## src/rtl/mul_div_unit.sv

```systemverilog
// mul_div_unit: MIPS execute-stage multiply/divide unit with HI/LO registers.
// Signed ops work on magnitudes and fix the sign at commit. A restoring divider
// produces one quotient bit per cycle. A later-stage cancel aborts the operation
// in flight without writing HI/LO.
// Optional feature macro: MD_MUL_PIPE_EN. When it is defined, the product goes
// through MUL_STAGES register stages. When it is undefined, a single-cycle
// multiply is used.
module mul_div_unit #(
    parameter int WIDTH      = 32,
    parameter int MUL_STAGES = 2
) (
    input  logic             clk,
    input  logic             reset,
    input  logic             req_valid,
    output logic             req_ready,
    input  logic [2:0]       req_op,
    input  logic [WIDTH-1:0] req_src1,
    input  logic [WIDTH-1:0] req_src2,
    input  logic             cancel,
    output logic             busy,
    output logic             done,
    output logic             div_by_zero,
    output logic [WIDTH-1:0] hi,
    output logic [WIDTH-1:0] lo
);

`ifdef MD_MUL_PIPE_EN
    localparam int MUL_LAT = MUL_STAGES;
`else
    localparam int MUL_LAT = 1;
`endif
    // Wide enough for both the divide iteration count and the multiply stage count.
    localparam int CW = $clog2(WIDTH + MUL_STAGES + 1);

    typedef enum logic [1:0] {S_IDLE, S_MUL, S_DIV, S_FIX} state_t;

    state_t            state_q, state_d;
    logic [CW-1:0]     cnt_q;
    logic [WIDTH-1:0]  quo_q;      // dividend magnitude, shifted into a quotient while dividing
    logic [WIDTH-1:0]  rem_q;
    logic [WIDTH-1:0]  b_q;        // divisor / multiplier magnitude
    logic [WIDTH-1:0]  src1_q;     // raw src1, returned in HI on divide by zero
    logic              neg_q;      // operand signs differ (signed ops only)
    logic              rneg_q;     // dividend negative (signed ops only)
    logic [WIDTH-1:0]  hi_q, hi_d, lo_q, lo_d;
    logic              dbz_q, dbz_d, done_q, done_d;

    logic              accept, is_mul, is_div, sgn, s1_neg, s2_neg;
    logic [WIDTH-1:0]  mag1, mag2;
    logic              mul_last, div_last;
    logic [2*WIDTH-1:0] mul_mag, mul_res;
    logic [WIDTH:0]    rem_sh;
    logic              ge;
    logic [WIDTH-1:0]  diff, rem_nxt, quo_nxt, quo_fix, rem_fix;

    assign req_ready   = (state_q == S_IDLE);
    assign busy        = (state_q != S_IDLE);
    assign done        = done_q;
    assign div_by_zero = dbz_q;
    assign hi          = hi_q;
    assign lo          = lo_q;

    assign accept = req_valid && req_ready && !cancel;
    assign is_mul = (req_op[2:1] == 2'b00);
    assign is_div = (req_op[2:1] == 2'b01);
    assign sgn    = !req_op[0];
    assign s1_neg = sgn && req_src1[WIDTH-1];
    assign s2_neg = sgn && req_src2[WIDTH-1];
    assign mag1   = s1_neg ? -req_src1 : req_src1;
    assign mag2   = s2_neg ? -req_src2 : req_src2;

    assign mul_last = (cnt_q == CW'(MUL_LAT - 1));
    assign div_last = (cnt_q == CW'(WIDTH - 1));

`ifdef MD_MUL_PIPE_EN
    logic [2*WIDTH-1:0] pipe_q [MUL_STAGES];

    // Free-running product pipe fed from the request magnitudes. The accept-cycle
    // product reaches the last stage exactly when the counter expires.
    always_ff @(posedge clk) begin
        pipe_q[0] <= {{WIDTH{1'b0}}, mag1} * {{WIDTH{1'b0}}, mag2};
        for (int k = 1; k < MUL_STAGES; k++) pipe_q[k] <= pipe_q[k-1];
    end
    assign mul_mag = pipe_q[MUL_STAGES-1];
`else
    assign mul_mag = {{WIDTH{1'b0}}, quo_q} * {{WIDTH{1'b0}}, b_q};
`endif
    assign mul_res = neg_q ? -mul_mag : mul_mag;

    // Restoring step: shift the next dividend bit in and subtract if it fits.
    // When it fits, the true difference is below the divisor, so WIDTH bits are enough.
    assign rem_sh  = {rem_q, quo_q[WIDTH-1]};
    assign ge      = (rem_sh >= {1'b0, b_q});
    assign diff    = rem_sh[WIDTH-1:0] - b_q;
    assign rem_nxt = ge ? diff : rem_sh[WIDTH-1:0];
    assign quo_nxt = {quo_q[WIDTH-2:0], ge};
    assign quo_fix = neg_q  ? -quo_q : quo_q;
    assign rem_fix = rneg_q ? -rem_q : rem_q;

    // State register.
    always_ff @(posedge clk) begin
        if (reset) state_q <= S_IDLE;
        else       state_q <= state_d;
    end

    // Next-state logic. Cancel overrides everything and returns the unit to IDLE.
    always_comb begin
        state_d = state_q;
        case (state_q)
            S_IDLE: begin
                if (accept && is_mul)      state_d = S_MUL;
                else if (accept && is_div) state_d = S_DIV;
            end
            S_MUL:   if (mul_last) state_d = S_IDLE;
            S_DIV:   if (div_last) state_d = S_FIX;
            S_FIX:   state_d = S_IDLE;
            default: state_d = S_IDLE;
        endcase
        if (cancel) state_d = S_IDLE;
    end

    // Architectural commit: HI/LO, the zero-divisor flag and the done pulse.
    always_comb begin
        hi_d   = hi_q;
        lo_d   = lo_q;
        dbz_d  = dbz_q;
        done_d = 1'b0;
        if (!cancel) begin
            case (state_q)
                S_IDLE: begin
                    if (accept && req_op == 3'b100) begin
                        hi_d = req_src1; done_d = 1'b1;
                    end else if (accept && req_op == 3'b101) begin
                        lo_d = req_src1; done_d = 1'b1;
                    end
                end
                S_MUL: begin
                    if (mul_last) begin
                        {hi_d, lo_d} = mul_res;
                        done_d       = 1'b1;
                    end
                end
                S_FIX: begin
                    done_d = 1'b1;
                    if (b_q == '0) begin
                        lo_d  = '1;
                        hi_d  = src1_q;
                        dbz_d = 1'b1;
                    end else begin
                        lo_d  = quo_fix;
                        hi_d  = rem_fix;
                        dbz_d = 1'b0;
                    end
                end
                default: ;
            endcase
        end
    end

    // Architectural registers.
    always_ff @(posedge clk) begin
        if (reset) begin
            hi_q   <= '0;
            lo_q   <= '0;
            dbz_q  <= 1'b0;
            done_q <= 1'b0;
        end else begin
            hi_q   <= hi_d;
            lo_q   <= lo_d;
            dbz_q  <= dbz_d;
            done_q <= done_d;
        end
    end

    // Operand capture on accept, then the iteration counter and divider datapath.
    always_ff @(posedge clk) begin
        if (reset) begin
            cnt_q  <= '0;
            quo_q  <= '0;
            rem_q  <= '0;
            b_q    <= '0;
            src1_q <= '0;
            neg_q  <= 1'b0;
            rneg_q <= 1'b0;
        end else if (state_q == S_IDLE && accept) begin
            cnt_q  <= '0;
            quo_q  <= mag1;
            rem_q  <= '0;
            b_q    <= mag2;
            src1_q <= req_src1;
            neg_q  <= s1_neg ^ s2_neg;
            rneg_q <= s1_neg;
        end else if (state_q == S_MUL) begin
            cnt_q <= cnt_q + 1'b1;
        end else if (state_q == S_DIV) begin
            cnt_q <= cnt_q + 1'b1;
            rem_q <= rem_nxt;
            quo_q <= quo_nxt;
        end
    end

endmodule
```

## config.mk

```make
export PLATFORM = sky130hd
export DESIGN_NAME = mul_div_unit
export DESIGN_NICKNAME = d
export VERILOG_FILES = /design/src/rtl/mul_div_unit.sv
export SDC_FILE = /design/constraint.sdc
export NUM_CORES = 2
export LEC_CHECK = 0
export CORE_ASPECT_RATIO = 0.7
export CORE_UTILIZATION = 42
export CTS_BUF_LIST = sky130_fd_sc_hd__clkbuf_4 sky130_fd_sc_hd__clkbuf_8
export CTS_CLUSTER_SIZE = 24
export DETAILED_ROUTE_END_ITERATION = 10
export SLEW_MARGIN = 20
export SYNTH_ARGS = -nofsm -noshare
export SYNTH_HDL_FRONTEND = slang
export SYNTH_SLANG_ARGS = --single-unit
```

## constraint.sdc

```tcl
create_clock -name clk -period 9.49 [get_ports clk]
set_clock_uncertainty 0.15 [all_clocks]
set_input_delay 1.4235 -clock clk [delete_from_list [all_inputs] [get_ports clk]]
set_output_delay 1.4235 -clock clk [all_outputs]
set_load 0.01 [all_outputs]
```

**Word level (Yosys, flattened, before mapping)**

Index checks and enable logic that the tools add are counted.

- Register bits after elaboration: 204
- Bits in latches: 0
- Memory bits (writable): 0
- ROM bits: 0
- Input bits: 71
- Logic and storage cells: 95
- Memories kept: 0

- Add/sub/neg operators: 7
- Multiply operators: 1
- Div/mod/pow operators: 0
- Magnitude comparators: 1
- Eq/ne operators: 14
- Shift operators: 0
- Mux-type cells: 30
- Bitwise gates (word level): 3
- Reduce and logical (&&, ||, !) cells: 27

Operators with widths:

| kind | count |
|---|---|
| $mux 32 | 15 |
| $pmux 32 s3 | 2 |
| $neg 32->32 | 4 |
| $mul 32x32->64 | 1 |
| $mux 64 | 1 |
| $neg 64->64 | 1 |
| $ge 33x32->1 | 1 |
| $logic_not 32->1 | 1 |
| $sub 32x32->32 | 1 |
| $mux 6 | 2 |
| $logic_and 1x1->1 | 9 |
| $mux 2 | 4 |
| $ne 2x2->1 const B | 4 |
| $pmux 2 s4 | 1 |
| $add 6x1->6 const B | 1 |
| $eq 3x3->1 const B | 2 |
| $eq 6x5->1 const B | 1 |
| $logic_not 6->1 | 1 |
| $reduce_and 2->1 | 3 |
| $reduce_bool 2->1 | 3 |
| $reduce_and 5->1 | 1 |
| $eq 2x1->1 const B | 2 |
| $eq 2x2->1 const B | 2 |
| $logic_not 2->1 | 2 |
| 11 further kinds | 18 |

**Longest topological paths before layout**

- Word-level depth: 7
- Mapped depth: 33

**Worst setup path before layout**

Ideal clock, no wire load.

- Path type: register -> register
- Start: register quo_q[9]
- End: register hi_q[31], in the netlist hi[31]
- Library setup time: 0.078 ns
- Data arrival time: 8.554 ns
- Required time: 9.262 ns
- Slack: 0.708 ns
- Stages on the path, launching flop included: 32
- Period minus slack after synthesis: 8.782 ns
- Cell sequence: dfxtp_1 > clkbuf_1 > buf_1 > nand2_1 > fa_1 > inv_1 > fa_1 > fa_1 > inv_1 > fa_1 > inv_1 > fa_1 > inv_1 > fa_1 > inv_1 > fa_1 > fa_1 > ha_1 > clkbuf_1 > a21oi_1 > o21ai_1 > a221oi_1 > a21boi_1 > or4_1 > a2bb2oi_1 > o211ai_1 > nor4_1 > nand4_1 > o41ai_2 > xnor2_1 > a21oi_1 > nor3_1

- Longest elaborated chain between the ends: 5

Ends and longest elaborated chain:

| element | line | source |
|---|---|---|
| start: declaration | 39 | `logic [WIDTH-1:0] quo_q;` |
| start signal: assignment | 187 | `quo_q <= mag1;` |
| start signal: assignment | 198 | `quo_q <= quo_nxt;` |
| $mul 32x32->64 * | 86 | `assign mul_mag = {{WIDTH{1'b0}}, quo_q} * {{WIDTH{1'b0}}, b_q};` |
| $neg 64->64 | 88 | `assign mul_res = neg_q ? -mul_mag : mul_mag;` |
| $mux 64 * | 88 |  |
| $mux 32 * | 138 | `if (mul_last) begin` |
| $pmux 32 s3 * | 129 | `case (state_q)` |
| end signal: assignment | 168 | `hi_q <= hi_d;` |
| end: declaration | 45 | `logic [WIDTH-1:0] hi_q, hi_d, lo_q, lo_d;` |

Mark *: on every way between the ends. The rest lies on a longest branch, timed or not. The select of a mux whose other input is x is not followed.
A chain may end at the register's enable or synchronous reset.

**Worst setup path in the final report**

- Start: register quo_q[19]
- End: register hi_q[19], in the netlist hi[19]

The elaborated chain is that of the path after synthesis.

==> metrics.md <==
| Metric | Value |
|---|---|
| Fin area | `54150 sq um` |
| Slew HR | `14.85%` |
| Reg-to-Reg Start | `quo_q[19]` |
| Commonest non-fill, non-tap cell in the layout | `inv_1` |
| Crit path buf inv count | `6` |
| Max-cap violations | `0` |
| Synthesized flop and latch total | `a little over 200` |
| Critical path type | `reg2reg` |
| Total Routed Length | `180.2 mm` |
| Top_reg_cell synth | `dfxtp_1` |
| Tmin final | `9.245 ns` |
| Share of cells above drive strength 1 | `8.971%` |
| Leakage | `around 25 nW` |
| DR pass1 iterations | `7` |
| Worst Path Arrival | `9.64 ns` |
| Post-Syn Instances | `5847` |
| Critical Path Start Type | `register` |
| Drt drc | `0` |
| Utilization after layout | `47.75%` |
| Synth-to-Final Area Change | `11.95%` |
| First-pass GRT wire length | `272.2 mm` |
| Clock root cell | `clkbuf_8` |
| Core Box Area | `113400 sq um` |
| Port Buf Inserts | `138` |
| Top delay family on crit path | `adder cells` |
| Depth of the worst hold-timing path | `2` |
| Reg clk slew, reported paths | `0.07 ns` |
| Seq/Total Area, Yosys | `8.442%` |
| Die width | `407.6 microns` |
| Reg2reg end | `hi[19]` |
| Levels on crit path | `28` |
| Min-Delay Endpoint | `src1_q[10]` |
| Initial Util | `between 40% and 50%` |
| Worst hold slack | `0.3083 ns` |
| Clock Latency Late Sink | `~0.65 ns` |
| Fill count | `11200` |
| Post-Syn Area per Cell | `8.273 sq um` |
| H-tree depth | `2` |
| Crit path max fanout | `32` |
| Wire length per cell | `23.94 microns` |
| Non-filler instance count after layout | `around 7500` |
| Number of synthesized flops with an enable pin | `0` |
| NumNets Final | `slightly above 7000` |
| Reg2reg setup slack | `roughly 0.25 ns` |
| DP HPWL | `149.1 mm` |
| CTS tree | `built` |
| Final setup vio count | `0` |
| Total number of vias | `42190` |
| Bufs on Longest Clock Path | `3` |
| GP Congestion | `just under 1` |
| CTS Hold Buffers Added | `0` |
| Worst Hold Launch | `src1_q[10]` |
| Grt total ovfl | `0` |
| Global Route Usage Sum | `31.05%` |
| Slew Limit Fails | `0` |
| Post-Syn Area | `roughly 48000 sq um` |
| PwrDens | `74.89 nW/um^2` |
| Synth cell types | `88` |
| Nature of the critical path endpoint | `register` |
| WP data required | `approximately 9.9 ns` |
| # IOs | `around 140` |
| Drt via density | `5.606` |
| Sequential Area | `4144 sq um` |
| DRT iter0 DRCs | `4398` |
| Post-DP Area | `approximately 53000 sq um` |
| Final Cycle Share | `97.42%` |
| Slew at the pin closest to its max-slew limit | `between 1 and 1.5 ns` |
| Post-Syn Nets | `7122` |
| Die Ht | `285.9 microns` |
| RSZ-0062 raised after global routing | `true` |
| # rows | `between 100 and 150` |
| Achievable frequency | `between 0.1 and 0.15 GHz` |
| Crit path top cell by count | `fa_1` |
| Status | `finished, final reports clean` |
| Yosys warnings | `0` |
| Num Clock Sinks | `204` |
| Die area | `about 120000 sq um` |
| Final Hold Violating Endpoints | `0` |
| Maximum VDD drop | `0.09252 mV` |
| Multi-input combinational cell area | `slightly below 40000 sq um` |
| HP Class | `reg2reg` |
| Slowest-stage cell, CP | `fa_1` |
| Placed Cells incl. Taps | `7459` |
| Most frequent cells in the layout | `inv_1, fa_1, nand2_1, and2_1, nor2_1` |
| R2R depth | `28` |
| Largest net degree at the start of global routing | `70` |
| ANT nets after route | `0` |
| TritonCTS buffer count | `35` |
| Vias in the first global route | `41640` |
| Max stage delay on crit path | `0.64 ns` |
| Initial antenna violation count | `16` |
| Asr flop ratio synth | `0%` |
## cells in the mapped netlist, types with 29 or more instances
cell	n	area share, %
nand2_1	752	5.8
or3_1	43	0.56
a211oi_1	55	0.85
a21o_1	44	0.68
ha_1	307	7.9
xnor2_1	145	2.6
clkbuf_1	354	2.7
o21ai_0	212	2.2
nand4_1	49	0.63
o31ai_1	48	0.74
o211ai_1	36	0.56
nor3_1	69	0.71
nand3_1	48	0.50
a21oi_1	243	2.5
o22ai_1	34	0.44
buf_1	39	0.30
and2_1	524	6.8
dfxtp_1	204	8.4
nor2_1	354	2.7
xor2_1	94	1.7
a311oi_1	29	0.53
inv_1	919	7.1
fa_1	897	37
## routing by layer
metal,vias up,global-route usage [%],share of wire [%]
met4,18,4.887,1.6
li1,18670,-,-
met2,2032,40.82,38
met3,195,11.68,13
met1,21280,47.84,47
met5,-,1.123,0.16
## layout make-up
cell class                 count  area share (%)
sequential                   204           7.652
antenna                        7         0.03235
clock buffer                  49           1.164
clock inverter                 9          0.1664
multi-input combinational   4327           73.23
tap                         1522           3.516
timing repair buffer         487           7.855
inverter                     921           6.384
## state kept, by name, indices dropped and copies added, names as in the netlist
name / cells
b_q: 32
hi: 32
lo: 32
quo_q: 32
rem_q: 32
src1_q: 32
cnt_q: 6
state_q: 2
div_by_zero: 1
done: 1
neg_q: 1
rneg_q: 1
## worst max path at each step
stage	start	endpoint	slack (ns)
floorplan	quo_q[9]	hi[31]	0.71
detailed placement	quo_q[20]	hi[30]	-0.11
global placement	quo_q[20]	hi[30]	-0.18
CTS	b_q[15]	hi[30]	0.003
global route	b_q[7]	hi[30]	-0.02
finish	quo_q[19]	hi[19]	0.25
## timing repair
| action | 4_1_cts | 5_1_grt |
|---|---|---|
| setup endpoints to repair | 18 | 37 |
| gates cloned | 0 | 1 |
| gates resized for setup | 6 | 80 |
| pin swaps | 0 | 7 |
| buffers inserted | 0 | 1 |
## worst min-delay path, cell delays in order (launching register included)
cell	delay, ns
dfxtp_1	0.31
nand2_1	0.05
a21oi_1	0.05
## where the power goes
| part | leakage, nW | total [mW] | internal [mW] | switching, mW |
|---|---|---|---|---|
| Combinational | 23.2 | 2.10 | 0.778 | 1.32 |
| Clock | 0.381 | 0.942 | 0.460 | 0.482 |
| Sequential | 1.68 | 1.02 | 0.908 | 0.108 |
| Total | 25.3 | 4.06 | 2.15 | 1.91 |
## logic make-up after synthesis
logic type	count (synthesis)	synth area share, %
mux	15	0.3155
fa+ha+maj	1204	45.06
compound gates	885	11.75
buf+inv	1316	10.22
flops	204	8.442
xor+xnor	239	4.327
simple gates	1984	19.89
## through the flow
stage	worst slack, ns	setup TNS (ns)	total power [mW]
finish	0.2451	0	4.055
global route	-0.01580	-0.02594	4.251
CTS	0.002516	0	3.986
detailed placement	-0.1106	-0.4454	3.040
global placement	-0.1812	-1.058	3.038
floorplan	0.7083	0	2.157
No activity file was read; power rests on OpenSTA's default activity.
